$ cat config.mk
export PLATFORM = sky130hd
export DESIGN_NAME = uart_transmitter
export DESIGN_NICKNAME = d
export VERILOG_FILES = /design/src/rtl/uart_pkg.sv /design/src/rtl/uart_tx_bit_timer.sv /design/src/rtl/uart_transmitter.sv
export SDC_FILE = /design/constraint.sdc
export NUM_CORES = 1
export LEC_CHECK = 0
export ABC_AREA = 1
export BUFFER_PORTS_ARGS = -buffer_cell sky130_fd_sc_hd__buf_2
export CORE_MARGIN = 10
export CORE_UTILIZATION = 52
export CTS_CLUSTER_SIZE = 14
export DETAILED_ROUTE_END_ITERATION = 8
export GPL_ROUTABILITY_DRIVEN = 0
export HOLD_SLACK_MARGIN = 0.02
export PLACE_DENSITY_LB_ADDON = 0.12
export RECOVER_POWER = 50
export SLEW_MARGIN = 20
export SYNTH_ARGS = -nofsm -noshare
export SYNTH_HDL_FRONTEND = slang
export SYNTH_SLANG_ARGS = --single-unit
$ cat constraint.sdc
create_clock -name clk_in -period 1.5 [get_ports clk_in]
set_clock_uncertainty 0.1 [all_clocks]
set_input_delay 0.3 -clock clk_in [delete_from_list [all_inputs] [get_ports clk_in]]
set_output_delay 0.3 -clock clk_in [all_outputs]
set_load 0.005 [all_outputs]
$ cat src/rtl/uart_pkg.sv
// Shared UART definitions: FSM state encoding, frame constants and the parity helper.
// The receive path imports this package as well.
package uart_pkg;

  localparam int DATA_BITS        = 8;
  localparam int CLKS_PER_BIT_DEF = 10416;  // 100 MHz / 9600 baud

  typedef enum logic [2:0] {
    IDLE   = 3'd0,
    START  = 3'd1,
    DATA   = 3'd2,
    PARITY = 3'd3,
    STOP   = 3'd4
  } uart_state_e;

  function automatic logic parity_bit(input logic [DATA_BITS-1:0] d, input logic odd);
    return (^d) ^ odd;
  endfunction

endpackage

$ cat src/rtl/uart_tx_bit_timer.sv
// Bit-period down-counter for the UART transmitter. It pulses bit_done_o for one cycle
// when the count reaches 0, then reloads. It is held at the reload value while run_i is low.
module uart_tx_bit_timer #(
  parameter int CLKS_PER_BIT = 10416,
  parameter int CNT_W        = 14
) (
  input  logic clk_in,
  input  logic rst,
  input  logic run_i,
  output logic bit_done_o
);

  localparam logic [CNT_W-1:0] RELOAD = CNT_W'(CLKS_PER_BIT - 1);

  if (CLKS_PER_BIT < 2 || CLKS_PER_BIT >= (1 << CNT_W)) begin : g_bad_cfg
    $error("uart_tx_bit_timer: CLKS_PER_BIT out of range for CNT_W");
  end

  logic [CNT_W-1:0] cnt_q, cnt_d;

  assign bit_done_o = run_i && (cnt_q == '0);

  always_comb begin
    cnt_d = cnt_q - 1'b1;
    if (!run_i || bit_done_o) cnt_d = RELOAD;
  end

  always_ff @(posedge clk_in) begin
    if (rst) cnt_q <= RELOAD;
    else     cnt_q <= cnt_d;
  end

endmodule

$ cat src/rtl/uart_transmitter.sv
// UART transmitter (8N1 by default; define UART_TX_PARITY_EN for an 8-bit + parity frame).
// It takes one byte per valid/ready handshake and shifts it out LSB-first on tx_serial.
module uart_transmitter
  import uart_pkg::*;
#(
  parameter int CLKS_PER_BIT = CLKS_PER_BIT_DEF,
  parameter int CNT_W        = 14,
  parameter int PARITY_ODD   = 0
) (
  input  logic       clk_in,
  input  logic       rst,
  input  logic [7:0] tx_data,
  input  logic       tx_valid,
  output logic       tx_ready,
  output logic       tx_serial,
  output logic       tx_busy
);

  localparam int IDX_W = $clog2(DATA_BITS);

  if (PARITY_ODD != 0 && PARITY_ODD != 1) begin : g_bad_parity
    $error("uart_transmitter: PARITY_ODD must be 0 or 1");
  end

  uart_state_e            state_q;
  logic [DATA_BITS-1:0]   shift_q;
  logic [IDX_W-1:0]       bit_idx_q;
  logic                   tx_serial_q, ready_q, busy_q;
  logic                   bit_done;
`ifdef UART_TX_PARITY_EN
  logic                   par_q;
`endif

  uart_tx_bit_timer #(
    .CLKS_PER_BIT (CLKS_PER_BIT),
    .CNT_W        (CNT_W)
  ) u_timer (
    .clk_in     (clk_in),
    .rst        (rst),
    .run_i      (state_q != IDLE),
    .bit_done_o (bit_done)
  );

  // tx_serial is driven from the current state, so the line lags a state change by one
  // edge. ready/busy are updated on the transition edge itself.
  always_ff @(posedge clk_in) begin
    if (rst) begin
      state_q     <= IDLE;
      shift_q     <= '0;
      bit_idx_q   <= '0;
      tx_serial_q <= 1'b1;
      ready_q     <= 1'b1;
      busy_q      <= 1'b0;
`ifdef UART_TX_PARITY_EN
      par_q       <= 1'b0;
`endif
    end else begin
      case (state_q)
        IDLE: begin
          tx_serial_q <= 1'b1;
          if (tx_valid && ready_q) begin
            shift_q   <= tx_data;
            bit_idx_q <= '0;
            state_q   <= START;
            ready_q   <= 1'b0;
            busy_q    <= 1'b1;
`ifdef UART_TX_PARITY_EN
            par_q     <= parity_bit(tx_data, PARITY_ODD != 0);
`endif
          end
        end
        START: begin
          tx_serial_q <= 1'b0;
          if (bit_done) state_q <= DATA;
        end
        DATA: begin
          tx_serial_q <= shift_q[0];
          if (bit_done) begin
            shift_q   <= shift_q >> 1;
            bit_idx_q <= bit_idx_q + 1'b1;
            if (bit_idx_q == IDX_W'(DATA_BITS - 1)) begin
`ifdef UART_TX_PARITY_EN
              state_q <= PARITY;
`else
              state_q <= STOP;
`endif
            end
          end
        end
`ifdef UART_TX_PARITY_EN
        PARITY: begin
          tx_serial_q <= par_q;
          if (bit_done) state_q <= STOP;
        end
`endif
        STOP: begin
          tx_serial_q <= 1'b1;
          if (bit_done) begin
            state_q <= IDLE;
            ready_q <= 1'b1;
            busy_q  <= 1'b0;
          end
        end
        default: begin
          state_q     <= IDLE;
          tx_serial_q <= 1'b1;
          ready_q     <= 1'b1;
          busy_q      <= 1'b0;
        end
      endcase
    end
  end

  assign tx_serial = tx_serial_q;
  assign tx_ready  = ready_q;
  assign tx_busy   = busy_q;

endmodule

# == Yosys cells after proc, flatten, opt, wreduce, memory -nomap -nowiden ==
# Cells that the tools add are included.
# totals
reg_bits,31
out_inout_bits,3
# classes
n_reduce_logical,13
bitwise_logic,1
n_eq_ne,9
muxes,19
n_addsub,2
# op_table
op,count
3-bit 2-to-1 mux,7
8-bit 2-to-1 mux,2
8-bit one-hot mux with 2 select lines,1
14-bit logical NOT,1
14-bit by 1-bit subtractor with 14-bit output (second input constant),1
3-bit one-hot mux with 4 select lines,1
3-bit == test (second input constant),2
2-bit by 1-bit != test with 1-bit output (second input constant),3
1-bit one-hot mux with 3 select lines,2
3-bit one-hot mux with 2 select lines,1
3-bit AND reduction,2
5-bit AND reduction,1
1-bit 2-to-1 mux,4
2-bit != test (second input constant),2
2-bit OR reduction,2
3-bit by 1-bit adder with 3-bit output (second input constant),1
3-bit by 1-bit == test with 1-bit output (second input constant),1
3-bit by 2-bit == test with 1-bit output (second input constant),1
3-bit logical NOT,1
3-bit nonzero test,1
1-bit logical AND,2
1-bit one-hot mux with 2 select lines,1
2-bit nonzero test,1
1-bit logical NOT,1
2 further kinds,2

# == Logic depth before layout (Yosys ltp) ==
# depth
depth_word,4
depth_mapped,9
depth_no_buf,9

# == Modules after synthesis ==
# A second synthesis with hierarchy kept.
# unflattened
hier_cells,226
hier_area_um2,1621.6
# by_module_without_submodules
module,area_each_um2,instances,cells_per_inst
uart_transmitter,840.8,1,125
uart_tx_bit_timer,780.7,1,101

# == Worst setup path after synthesis ==
# No wires, ideal clock.
# synth_path
path_kind,register to register
start,reg u_timer.cnt_q[0]
end,reg shift_q[0]
period_less_slack_ps,1386
n_path_buf,0
path_slack_ps,114
stages_incl_launch_ff,10
setup_ps,116
required_ps,1284
arrival_ps,1170
cell_sequence,dfxtp_1 > inv_1 > ha_1 > nand3_1 > nor2_1 > nand3_2 > nand2_4 > inv_4 > nor2_1 > nor2_1
# synth_between
elab_chain_len,4
# synth_lines
element,line_no,text
"start, declared",uart_tx_bit_timer.sv:19,"logic [CNT_W-1:0] cnt_q, cnt_d;"
"start signal, assigned",uart_tx_bit_timer.sv:30,else cnt_q <= cnt_d;
14-bit logical NOT,uart_tx_bit_timer.sv:21,assign bit_done_o = run_i && (cnt_q == '0);
1-bit logical AND,uart_tx_bit_timer.sv:21,
2-bit by 1-bit != test with 1-bit output (no source line),--,
3-bit AND reduction (no source line),--,
"end signal, assigned",uart_transmitter.sv:62,shift_q <= tx_data;
"end signal, assigned",uart_transmitter.sv:79,shift_q <= shift_q >> 1;
"end, declared",uart_transmitter.sv:26,logic [DATA_BITS-1:0] shift_q;
# Every way passes these cells.
# A chain may end at the register's enable or synchronous reset.

# == Worst setup path in the final report ==
# layout_path
start,reg u_timer.cnt_q[0]
end,reg shift_q[6]
# The elaborated chain is that of the path after synthesis.

==> impl_metrics.ini <==
[run_status]
status = finished clean

[run]
max-cap-violations = 0

[setup_path]
critPathMaxFanout = 10
path_class = reg2reg
crit_required_ns = 1.64
arrival_ns = 1.58
cp-start-kind = flip-flop
endpoint_kind = flip-flop

[timing]
timing.fmax_mhz = 694
finalCritPeriodShare_pct = 96.0
worstMarginPinSlew_ns = 0.311
worst_slack_ns = 0.0593
setup_viol = 0
rsz0062_at_grt = true
hold_viol = 0
drv_slew = 0
period_minus_slack_ns = 1.44
slew-limit-headroom_pct = 79.1
setup_tns_ns = 0

[yosys]
synth_nets = 229
ys_top_cells_by_area = dfxtp_1 (41%), nand2_1 (13%), nor2_1 (8.9%), o21ai_0 (4.9%), inv_1 (4.2%)
yosysWarnings = 0
synth.ff_latch_count = 31
yosysTopAreaCell = dfxtp_1
postSynthCellCount = 214
netlist_area_sq_um = 1520
yosysTopAreaCellShare_pct = 40.7
syn_avg_cell_area_sq_um = 7.12
ys_types = 26
yosysSeqAreaShare_pct = 40.7

[clock_tree]
root_buffer = clkbuf_4
cts.clk_slew.worst_paths_ns = 0.10
cts_tree = yes
hold_buffers = 0
clkLatencyLatePin_ns = 0.34
ctsHtreeMaxLevel = 2
cts_num_sinks = 31
post_cts_buffers = 0
cts_buffer_depth = 2
cts_buffers = 5

[die]
core_area_sq_um = 2780
die_area_sq_um = 5500
rows = 19
initial_core_util_pct = 54.8
die_x_um = 74.1
die_h_um = 74.1
boundaryPins = 14

[placement]
hpwl_mm = 2.38
pre_cts_ws_ns = -0.0385
placed_area_sq_um = 1640
portBuffers = 13

[global_routing]
grt_overflow = 0
grt_pass1_vias = 1270
grt_max_degree = 12
grt_usage_pct = 13.0
grt_pass1_wl_mm = 5.55
antenna_found_initial = 0

[layout]
drive_above_1_share_pct = 30.3
fin_util_pct = 63.6
seq_area_sq_um = 623
finalNetCount = 252
antennaDiodeCount = 0
multi_input_area_sq_um = 867
nFillCells = 270
area_delta_synth_final_pct = 16.0
fin_area_sq_um = 1770

[routing]
wirelength_mm = 3.29
drtIter0Drc = 61
ant_nets = 0
drc_errors = 0
dr_total_vias = 1379
post_drt_wl_per_cell_um = 12.2
first_pass_iters = 4
vias_per_cell = 5.13

[power_and_ir_drop]
powerDensity_nw_per_um2 = 1260
p_leak_nw = 0.772
peakVddDrop_v = 0.00105
power.total_mw = 2.23

[hold_path]
hold_class = in2reg
==> cells by family after synthesis <==
family / synth area share [%]
xor+xnor: 0.575
compound gates: 12.1
flops: 40.7
buf+inv: 6.57
simple gates: 36.8
fa+ha+maj: 3.28
==> synth_stat cells <==
| library cell | number |
|---|---|
| nand2_1 | 54 |
| nor2_1 | 36 |
| dfxtp_1 | 31 |
| inv_1 | 17 |
| o21ai_0 | 15 |
| a21oi_1 | 12 |
| nand3_1 | 11 |
| nand2_2 | 6 |
| nor2_2 | 5 |
| ha_1 | 4 |
| inv_2 | 4 |
| a21oi_2 | 3 |
| nand3_2 | 2 |
| nand3_4 | 2 |
| a31oi_1 | 1 |
| buf_6 | 1 |
| clkbuf_1 | 1 |
| inv_4 | 1 |
| nand2_4 | 1 |
| nor2_4 | 1 |
| nor3_1 | 1 |
| nor3_2 | 1 |
| o211ai_1 | 1 |
| o21ai_2 | 1 |
| or2_2 | 1 |
| xor2_1 | 1 |
==> final cells by class <==
class / instances / share of cell area (%)
multi-input combinational: 160 / 49.0
sequential: 31 / 35.2
timing repair buffer: 17 / 5.31
inverter: 22 / 5.24
tap: 31 / 2.19
clock buffer: 5 / 2.12
clock inverter: 3 / 0.849
==> power breakdown <==
part	internal [mW]	switching (mW)	leakage [nW]
Sequential	0.950	0.0800	0.252
Combinational	0.250	0.469	0.485
Clock	0.174	0.303	0.0347
==> placed cells by master (no fill, tap or decap), types with 2 or more instances in the layout <==
cell type  Yosys  layout
nand2_1       54      53
dfxtp_1       31      29
nor2_1        36      28
o21ai_0       15      15
inv_1         17      13
buf_2          0      12
nor2_2         5      11
nand3_1       11      10
a21oi_1       12      10
nand2_2        6       8
inv_2          4       7
a21oi_2        3       5
clkbuf_4       0       5
buf_4          0       4
nor2_4         1       3
nand3_2        2       3
ha_1           4       3
clkinv_2       0       3
nand3_4        2       2
dfxtp_2        0       2
==> worst max-delay path, stage by stage, from the launching register on <==
cell and delay, ns:
dfxtp_2 0.34, inv_2 0.08, ha_4 0.14, nand3_1 0.08
nor2_2 0.12, nand3_2 0.14, nand2_4 0.14, inv_8 0.06
nor2_1 0.09, nor2_1 0.05
==> sequential cells by signal, indices dropped and copies added, names as in the netlist <==
| signal | count |
|---|---|
| u_timer.cnt_q | 14 |
| shift_q | 8 |
| bit_idx_q | 3 |
| state_q | 3 |
| tx_busy | 1 |
| tx_ready | 1 |
| tx_serial | 1 |
==> metal layers <==
metal	wire [um]	global-route usage, %
met5	0	0
met4	23	4.97
met3	172	5.59
met2	1550	19.9
met1	1540	15.7
==> final timing paths <==
| path | startpoint | endpoint | slack, ns | cells after the start |
|---|---|---|---|---|
| worst max-delay path | u_timer.cnt_q[0] | shift_q[6] | 0.06 | 9 |
| worst min-delay path | rst | shift_q[7] | 0.1 | 2 |
| worst max register to register | u_timer.cnt_q[0] | shift_q[6] | 0.06 | 9 |
| worst min register to register | u_timer.cnt_q[0] | u_timer.cnt_q[0] | 0.31 | 1 |
==> stage by stage <==
stage | hold WS (ns) | cells
global placement | 0.275 | 260
CTS | 0.0852 | 269
global route | 0.0881 | 269
finish | 0.0986 | 269
floorplan | 0.262 | 214
detailed placement | 0.279 | 260
==> timing repair <==
item	in CTS	in global routing
setup endpoints to repair	10	20
pin swaps	4	14
gates cloned	1	0
resized for setup	5	21
Note: power is estimated with default switching activity, not from simulation.
